==> config.mk <==
export PLATFORM = sky130hd
export DESIGN_NAME = mac_sequencer_flat
export DESIGN_NICKNAME = d
export VERILOG_FILES = /design/src/rtl/mac_sequencer_pkg.sv /design/src/rtl/mac_sequencer_if.sv /design/src/rtl/mac_index_gen.sv /design/src/rtl/mac_sequencer.sv /design/src/flat_wrapper.sv
export SDC_FILE = /design/constraint.sdc
export NUM_CORES = 1
export LEC_CHECK = 0
export CAP_MARGIN = 5
export CORE_MARGIN = 4
export CORE_UTILIZATION = 56
export CTS_BUF_LIST = sky130_fd_sc_hd__clkbuf_16
export CTS_CLUSTER_SIZE = 40
export DETAILED_ROUTE_END_ITERATION = 8
export PLACE_DENSITY_LB_ADDON = 0.3
export SLEW_MARGIN = 20
export SYNTH_ARGS = -nofsm -noshare
export SYNTH_HDL_FRONTEND = slang
export SYNTH_SLANG_ARGS = --single-unit
==> constraint.sdc <==
create_clock -name clk -period 3.45 [get_ports clk]
set_input_delay 0.5175 -clock clk [delete_from_list [all_inputs] [get_ports clk]]
set_output_delay 0.5175 -clock clk [all_outputs]
set_load 0.03 [all_outputs]
==> src/rtl/mac_sequencer_pkg.sv <==
// mac_ctrl_pkg: shared definitions for the MAC lane sequencer.
//   - state_e  : sequencer state enumeration
//   - ACC_W    : accumulator width (bits)
//   - OP_W     : operand width (bits)
//   - N_MAX    : largest matrix dimension whose worst-case inner product
//                still fits the accumulator
//   - IDX_W    : width of the i/j/k loop counters
//   - n_legal  : range check for the matrix dimension parameter
package mac_ctrl_pkg;

    localparam int ACC_W = 10;
    localparam int OP_W  = 8;

    // Each term is at most (2^OP_W - 1), so N terms must not exceed 2^ACC_W - 1.
    localparam int N_MAX = ((1 << ACC_W) - 1) / ((1 << OP_W) - 1);

    localparam int IDX_W = 2;

    typedef enum logic [2:0] {
        IDLE,
        CLR,
        RUN,
        LAST,
        WRITE,
        DONE
    } state_e;

    function automatic bit n_legal(input int n);
        return (n >= 1) && (n <= N_MAX);
    endfunction

endpackage

==> src/rtl/mac_sequencer_if.sv <==
// mac_seq_if: handshake and buffer-control bundle of the MAC sequencer.
//   start, stall             : from top-level control into the sequencer
//   busy, done               : status back to top-level control
//   rd_en, a_addr, b_addr    : operand buffer reads
//   acc_clear, acc_ld        : accumulate mux controls
//   res_we, res_addr         : result buffer write
// Modport master is the sequencer side; slave is the environment side.
interface mac_seq_if #(
    parameter int AW = 4
);

    logic          start;
    logic          stall;
    logic          busy;
    logic          done;
    logic          rd_en;
    logic [AW-1:0] a_addr;
    logic [AW-1:0] b_addr;
    logic          acc_clear;
    logic          acc_ld;
    logic          res_we;
    logic [AW-1:0] res_addr;

    modport master (
        input  start,
        input  stall,
        output busy,
        output done,
        output rd_en,
        output a_addr,
        output b_addr,
        output acc_clear,
        output acc_ld,
        output res_we,
        output res_addr
    );

    modport slave (
        output start,
        output stall,
        input  busy,
        input  done,
        input  rd_en,
        input  a_addr,
        input  b_addr,
        input  acc_clear,
        input  acc_ld,
        input  res_we,
        input  res_addr
    );

endinterface

==> src/rtl/mac_index_gen.sv <==
// mac_index_gen: i/j/k loop counters and buffer address generation.
//   clk, rst_n : clock, synchronous active-low reset
//   clr        : return all counters to zero
//   k_adv      : advance k, wrapping to 0 after N-1
//   ij_adv     : advance j, wrapping to 0 and advancing i (i wraps too)
//   rd_en      : operand read strobe this cycle (selects live a/b address)
//   res_we     : result write strobe this cycle (selects live result address)
//   k_last, j_last, i_last : counter currently at N-1
//   a_addr = i*N+k, b_addr = k*N+j, res_addr = i*N+j; each holds its last
//   strobed value while its strobe is low.
module mac_index_gen
    import mac_ctrl_pkg::*;
#(
    parameter int N  = 3,
    parameter int AW = 4
) (
    input  logic          clk,
    input  logic          rst_n,
    input  logic          clr,
    input  logic          k_adv,
    input  logic          ij_adv,
    input  logic          rd_en,
    input  logic          res_we,
    output logic          k_last,
    output logic          j_last,
    output logic          i_last,
    output logic [AW-1:0] a_addr,
    output logic [AW-1:0] b_addr,
    output logic [AW-1:0] res_addr
);

    localparam logic [IDX_W-1:0] IDX_MAX = IDX_W'(N - 1);

    logic [IDX_W-1:0] i_q, i_d;
    logic [IDX_W-1:0] j_q, j_d;
    logic [IDX_W-1:0] k_q, k_d;
    logic [AW-1:0]    a_hold_q, a_hold_d;
    logic [AW-1:0]    b_hold_q, b_hold_d;
    logic [AW-1:0]    r_hold_q, r_hold_d;
    logic [AW-1:0]    a_cur, b_cur, r_cur;

    // Multiply by the constant N as a sum of shifted copies, one per set bit.
    function automatic logic [AW-1:0] mul_n(input logic [AW-1:0] x);
        logic [AW-1:0] sum;
        sum = '0;
        for (int b = 0; b <= IDX_W; b++) begin
            if (((N >> b) & 1) == 1) begin
                sum = sum + (x << b);
            end
        end
        return sum;
    endfunction

    assign k_last = (k_q == IDX_MAX);
    assign j_last = (j_q == IDX_MAX);
    assign i_last = (i_q == IDX_MAX);

    assign a_cur = mul_n(AW'(i_q)) + AW'(k_q);
    assign b_cur = mul_n(AW'(k_q)) + AW'(j_q);
    assign r_cur = mul_n(AW'(i_q)) + AW'(j_q);

    // Addresses are live while their strobe is high and otherwise replay
    // the last strobed value, so buffers never see a spurious address change.
    assign a_addr   = rd_en  ? a_cur : a_hold_q;
    assign b_addr   = rd_en  ? b_cur : b_hold_q;
    assign res_addr = res_we ? r_cur : r_hold_q;

    always_comb begin
        i_d      = i_q;
        j_d      = j_q;
        k_d      = k_q;
        a_hold_d = a_addr;
        b_hold_d = b_addr;
        r_hold_d = res_addr;
        if (clr) begin
            i_d = '0;
            j_d = '0;
            k_d = '0;
        end else begin
            if (k_adv) begin
                k_d = k_last ? '0 : k_q + 1'b1;
            end
            // j is the fast index; i only moves when j wraps.
            if (ij_adv) begin
                if (j_last) begin
                    j_d = '0;
                    i_d = i_last ? '0 : i_q + 1'b1;
                end else begin
                    j_d = j_q + 1'b1;
                end
            end
        end
    end

    always_ff @(posedge clk) begin
        if (!rst_n) begin
            i_q      <= '0;
            j_q      <= '0;
            k_q      <= '0;
            a_hold_q <= '0;
            b_hold_q <= '0;
            r_hold_q <= '0;
        end else begin
            i_q      <= i_d;
            j_q      <= j_d;
            k_q      <= k_d;
            a_hold_q <= a_hold_d;
            b_hold_q <= b_hold_d;
            r_hold_q <= r_hold_d;
        end
    end

endmodule

==> src/rtl/mac_sequencer.sv <==
// mac_sequencer: control sequencer for one accumulating MAC lane.
// Walks every element of an NxN result (row-major) and, per element,
// clears the accumulator, streams N operand reads and accumulations,
// then writes the sum to the result buffer. A one-cycle done pulse
// follows the final write.
//   clk   : clock
//   rst_n : synchronous active-low reset
//   bus   : mac_seq_if master modport (start/stall in; busy/done,
//           operand read, accumulate controls and result write out)
module mac_sequencer
    import mac_ctrl_pkg::*;
#(
    parameter int N  = 3,
    parameter int AW = 4
) (
    input  logic     clk,
    input  logic     rst_n,
    mac_seq_if.master bus
);

    if (!n_legal(N)) begin : g_bad_n
        $error("mac_sequencer: N must be in 1..%0d", N_MAX);
    end
    if ((1 << AW) < N * N) begin : g_bad_aw
        $error("mac_sequencer: AW too small for N*N addresses");
    end

    state_e state_q, state_d;

    logic idx_clr;
    logic k_adv;
    logic ij_adv;
    logic rd_en;
    logic acc_clear;
    logic acc_ld;
    logic res_we;
    logic done;
    logic k_last;
    logic j_last;
    logic i_last;

    mac_index_gen #(
        .N  (N),
        .AW (AW)
    ) u_index_gen (
        .clk      (clk),
        .rst_n    (rst_n),
        .clr      (idx_clr),
        .k_adv    (k_adv),
        .ij_adv   (ij_adv),
        .rd_en    (rd_en),
        .res_we   (res_we),
        .k_last   (k_last),
        .j_last   (j_last),
        .i_last   (i_last),
        .a_addr   (bus.a_addr),
        .b_addr   (bus.b_addr),
        .res_addr (bus.res_addr)
    );

    // Next state and strobes. Everything outside IDLE is frozen by stall,
    // which leaves all strobes and counter advances at their zero defaults.
    always_comb begin
        state_d   = state_q;
        idx_clr   = 1'b0;
        k_adv     = 1'b0;
        ij_adv    = 1'b0;
        rd_en     = 1'b0;
        acc_clear = 1'b0;
        acc_ld    = 1'b0;
        res_we    = 1'b0;
        done      = 1'b0;
        if (state_q == IDLE) begin
            if (bus.start) begin
                idx_clr = 1'b1;
                state_d = CLR;
            end
        end else if (!bus.stall) begin
            case (state_q)
                CLR: begin
                    acc_clear = 1'b1;
                    rd_en     = 1'b1;
                    k_adv     = 1'b1;
                    // With N=1 the k=0 read is also the final one.
                    state_d   = k_last ? LAST : RUN;
                end
                RUN: begin
                    acc_ld  = 1'b1;
                    rd_en   = 1'b1;
                    k_adv   = 1'b1;
                    state_d = k_last ? LAST : RUN;
                end
                LAST: begin
                    acc_ld  = 1'b1;
                    state_d = WRITE;
                end
                WRITE: begin
                    res_we  = 1'b1;
                    ij_adv  = 1'b1;
                    state_d = (i_last && j_last) ? DONE : CLR;
                end
                DONE: begin
                    done    = 1'b1;
                    state_d = IDLE;
                end
                default: begin
                    state_d = IDLE;
                end
            endcase
        end
    end

    always_ff @(posedge clk) begin
        if (!rst_n) begin
            state_q <= IDLE;
        end else begin
            state_q <= state_d;
        end
    end

    assign bus.busy      = (state_q != IDLE);
    assign bus.done      = done;
    assign bus.rd_en     = rd_en;
    assign bus.acc_clear = acc_clear;
    assign bus.acc_ld    = acc_ld;
    assign bus.res_we    = res_we;

endmodule

==> src/flat_wrapper.sv <==
// flat-port wrapper written by rule: the top's interface ports become plain ports
module mac_sequencer_flat import mac_ctrl_pkg::*;
#(
    parameter int N  = 3,
    parameter int AW = 4
)
  (clk, rst_n, bus_start, bus_stall, bus_busy, bus_done, bus_rd_en, bus_a_addr, bus_b_addr, bus_acc_clear, bus_acc_ld, bus_res_we, bus_res_addr);
  mac_seq_if #(.AW(AW)) bus_i ();
  input  logic clk;
  input  logic rst_n;
  input wire logic [$bits(bus_i.start)-1:0] bus_start;
  input wire logic [$bits(bus_i.stall)-1:0] bus_stall;
  output wire logic [$bits(bus_i.busy)-1:0] bus_busy;
  output wire logic [$bits(bus_i.done)-1:0] bus_done;
  output wire logic [$bits(bus_i.rd_en)-1:0] bus_rd_en;
  output wire logic [$bits(bus_i.a_addr)-1:0] bus_a_addr;
  output wire logic [$bits(bus_i.b_addr)-1:0] bus_b_addr;
  output wire logic [$bits(bus_i.acc_clear)-1:0] bus_acc_clear;
  output wire logic [$bits(bus_i.acc_ld)-1:0] bus_acc_ld;
  output wire logic [$bits(bus_i.res_we)-1:0] bus_res_we;
  output wire logic [$bits(bus_i.res_addr)-1:0] bus_res_addr;
  assign bus_i.start = bus_start;
  assign bus_i.stall = bus_stall;
  assign bus_busy = bus_i.busy;
  assign bus_done = bus_i.done;
  assign bus_rd_en = bus_i.rd_en;
  assign bus_a_addr = bus_i.a_addr;
  assign bus_b_addr = bus_i.b_addr;
  assign bus_acc_clear = bus_i.acc_clear;
  assign bus_acc_ld = bus_i.acc_ld;
  assign bus_res_we = bus_i.res_we;
  assign bus_res_addr = bus_i.res_addr;
  mac_sequencer #(.N(N), .AW(AW)) u_core (.clk(clk), .rst_n(rst_n), .bus(bus_i));
endmodule
==> results.ini <==
[clock_network]
numCtsBuffers=3
clk_pin_slew_ns=0.06
cts.sinks=21
cts_tree=done
post_cts.repair.setup_buffers=0
cts_buffer_depth=2
clock_latency_ns=0.25
post_cts_hold_buffer_count=0
root_buffer=sky130_fd_sc_hd__clkbuf_16
htreeDepth=1

[power_and_ir_drop]
leakagePower_nw=0.731
p_per_area_nw_per_um2=405
vdd_ir_drop_max_uv=305

[critical_path]
crit_required_ns=2.93
worstSetupEndpoint=bus_b_addr[3]
critPathLaunchType=flop
path_class=flop to output port
regToRegEndpoint=u_core.u_index_gen.b_hold_q[2]$_SDFF_PN0_
cp.arrival_ns=2.77
critPathMaxFanout=7
worstRegToRegCells=7
cp-end-kind=output port
startpoint=u_core.u_index_gen.j_q[1]$_SDFFE_PP0P_
source_of_the_worst_register_to_register_timing_path=u_core.u_index_gen.j_q[1]$_SDFFE_PP0P_
regToRegSetupSlack_ns=1.28

[grt]
grt_pass1_vias=1199
grt_start_max_net_pins=14
number_of_antenna_violations_at_the_first_check_in_global_routing=0
grt_first_pass_wirelength_mm=5.13
gr_ovfl_total=0
grt_use_total=0.195

[yosys]
mappedNetlistNets=174
yosys.area.top_type_share=0.321
syn_area_per_cell_um2=8.40
dominantRegCellSynth=sky130_fd_sc_hd__dfxtp_1
synth_enable_flop_cells=0
ys.warnings.count=0
synth.yosys.seq_area_share=0.321
synthesis.area_um2=1310
synth-async-reset-ratio=0
synth.area.top_cells=sky130_fd_sc_hd__dfxtp_1, sky130_fd_sc_hd__ha_1, sky130_fd_sc_hd__a21oi_1
syn-instance-count=156
ys_seq_elements=21
synthDominantAreaCellType=sky130_fd_sc_hd__dfxtp_1
post_synth_num_cell_types=35

[hold_path]
hold_path_depth=2
worst_min_delay_path_class=flop to flop

[die]
fp.coreArea_um2=2210
die_w_um=56.4
core.rowCount=17
num_io_pins=22
die_y_um=56.4
floorplan.initialDensity=0.592
fp.dieArea_um2=3180

[placement]
place_congestion=0.802
placedCellCount=198
number_of_i_o_port_buffers=21
dpl.hpwl_mm=2.16

[cells_and_area]
finish.cell_count_without_fillers=202
post-route-util=0.725
most_frequent_cells_in_the_layout=sky130_fd_sc_hd__dfxtp_1, sky130_fd_sc_hd__clkdlybuf4s50_1, sky130_fd_sc_hd__a21oi_1
most_common_cell_after_layout_fill_and_taps_aside=sky130_fd_sc_hd__dfxtp_1
fillCellCount=180
seq_area_um2=420
area_growth_pct=22.4
multi_input_gate_area_in_the_final_layout_um2=771
antennaDiodeCount=0
layout-drive-gt1-share=0.0920
num-nets-final=193

[route]
drtIter0Drc=30
ant_nets=0
viasPerCell=5.72
routedWlPerCell_um=14.3
drc=0
firstDrtPassIters=5
dr_total_vias=1156
drt-total-wl_mm=2.90

[sta]
tightestPinTransition_ns=0.796
slew_violations=0
hold-worst-slack_ns=0.503
hold_violations=0
setup_total_negative_slack_ns=0
timing.final.crit_period_ns=3.29
setup_skew_ns=0.00142
min_period_over_period=0.953
clock.fmax_mhz=304
timing.slew.headroom=0.465
final_setup_violation_count=0
rsz0062_at_grt=false

[outcome]
outcome=completed

[flow_run]
max-cap-violations=0

==> where the power goes <==
group / internal [mW] / switching [mW]
registers: 0.252 / 0.0129
clock network: 0.155 / 0.0859
logic: 0.0569 / 0.0863
==> sequential cells by signal, indices dropped and copies added (netlist names) <==
signal / cells
u_core.u_index_gen.a_hold_q: 4
u_core.u_index_gen.j_q: 2
u_core.u_index_gen.k_q: 2
u_core.u_index_gen.i_q: 2
u_core.u_index_gen.r_hold_q: 4
u_core.state_q: 3
u_core.u_index_gen.b_hold_q: 4
==> routing by layer <==
metal,global-route usage,wire length (µm),vias to the layer above
met4,0.0542,12,0
met1,0.255,1340,549
met3,0.0276,96,2
met5,0,0,-
met2,0.334,1450,28
li1,-,-,577
==> stage by stage <==
stage               worst slack (ns)  area [µm²]  power, mW
detailed placement             0.121        1510      0.413
floorplan                      0.754        1310      0.365
global route                  0.0104        1600      0.684
CTS                           0.0397        1600      0.658
global placement               0.277        1510      0.407
finish                         0.164        1600      0.649
==> worst min path at each step <==
stage | from | endpoint | slack (ns)
finish | u_core.u_index_gen.b_hold_q[0]$_SDFF_PN0_ | u_core.u_index_gen.b_hold_q[0]$_SDFF_PN0_ | 0.50
floorplan | u_core.u_index_gen.a_hold_q[1]$_SDFF_PN0_ | u_core.u_index_gen.a_hold_q[1]$_SDFF_PN0_ | 0.47
detailed placement | u_core.u_index_gen.b_hold_q[1]$_SDFF_PN0_ | u_core.u_index_gen.b_hold_q[1]$_SDFF_PN0_ | 0.50
CTS | u_core.u_index_gen.b_hold_q[1]$_SDFF_PN0_ | u_core.u_index_gen.b_hold_q[1]$_SDFF_PN0_ | 0.51
global route | u_core.u_index_gen.b_hold_q[1]$_SDFF_PN0_ | u_core.u_index_gen.b_hold_q[1]$_SDFF_PN0_ | 0.53
global placement | u_core.u_index_gen.b_hold_q[0]$_SDFF_PN0_ | u_core.u_index_gen.b_hold_q[0]$_SDFF_PN0_ | 0.48
==> worst max-delay path, stage by stage, from the launching register on <==
cell,delay [ns]
sky130_fd_sc_hd__dfxtp_1,0.45
sky130_fd_sc_hd__inv_1,0.13
sky130_fd_sc_hd__fa_1,0.55
sky130_fd_sc_hd__inv_1,0.04
sky130_fd_sc_hd__ha_1,0.20
sky130_fd_sc_hd__fa_1,0.37
sky130_fd_sc_hd__nand3_1,0.11
sky130_fd_sc_hd__nand2_1,0.06
sky130_fd_sc_hd__clkdlybuf4s50_1,0.60
==> area by class of cell <==
| cell class | instances | share of cell area |
|---|---|---|
| inverters | 11 | 0.0289 |
| repair buffers | 26 | 0.157 |
| clock buffers | 3 | 0.0468 |
| clock inverters | 1 | 0.00312 |
| well taps | 28 | 0.0218 |
| multi-input cells | 112 | 0.480 |
| flip-flops and latches | 21 | 0.262 |
==> Yosys cell counts (3+ instances only) <==
cell type / number
sky130_fd_sc_hd__inv_1: 10
sky130_fd_sc_hd__clkbuf_1: 7
sky130_fd_sc_hd__dfxtp_1: 21
sky130_fd_sc_hd__fa_1: 4
sky130_fd_sc_hd__nand2_1: 11
sky130_fd_sc_hd__a21o_1: 3
sky130_fd_sc_hd__or3_1: 3
sky130_fd_sc_hd__and2_1: 3
sky130_fd_sc_hd__nor3_1: 5
sky130_fd_sc_hd__o21ai_0: 12
sky130_fd_sc_hd__nor2_1: 9
sky130_fd_sc_hd__ha_1: 10
sky130_fd_sc_hd__nand4_1: 3
sky130_fd_sc_hd__nand3_1: 10
sky130_fd_sc_hd__a21oi_1: 17
==> timing repair <==
item	in CTS	in global routing
cloned	0	0
setup endpoints to repair	2	2
gates resized for setup	3	2
==> kinds of logic (layout without fill, tap and decap cells) <==
family / after synthesis / count (layout) / share of synthesized area
AOI/OAI and AO/OA: 37 / 37 / 0.158
xor gates and xnor gates: 4 / 4 / 0.0267
adders and majority gates: 14 / 14 / 0.157
buffers and inverters: 23 / 41 / 0.0955
DFF: 21 / 21 / 0.321
muxes: 2 / 2 / 0.0201
and+or+nand+nor: 55 / 55 / 0.223
(Power assumes the default switching activity.)
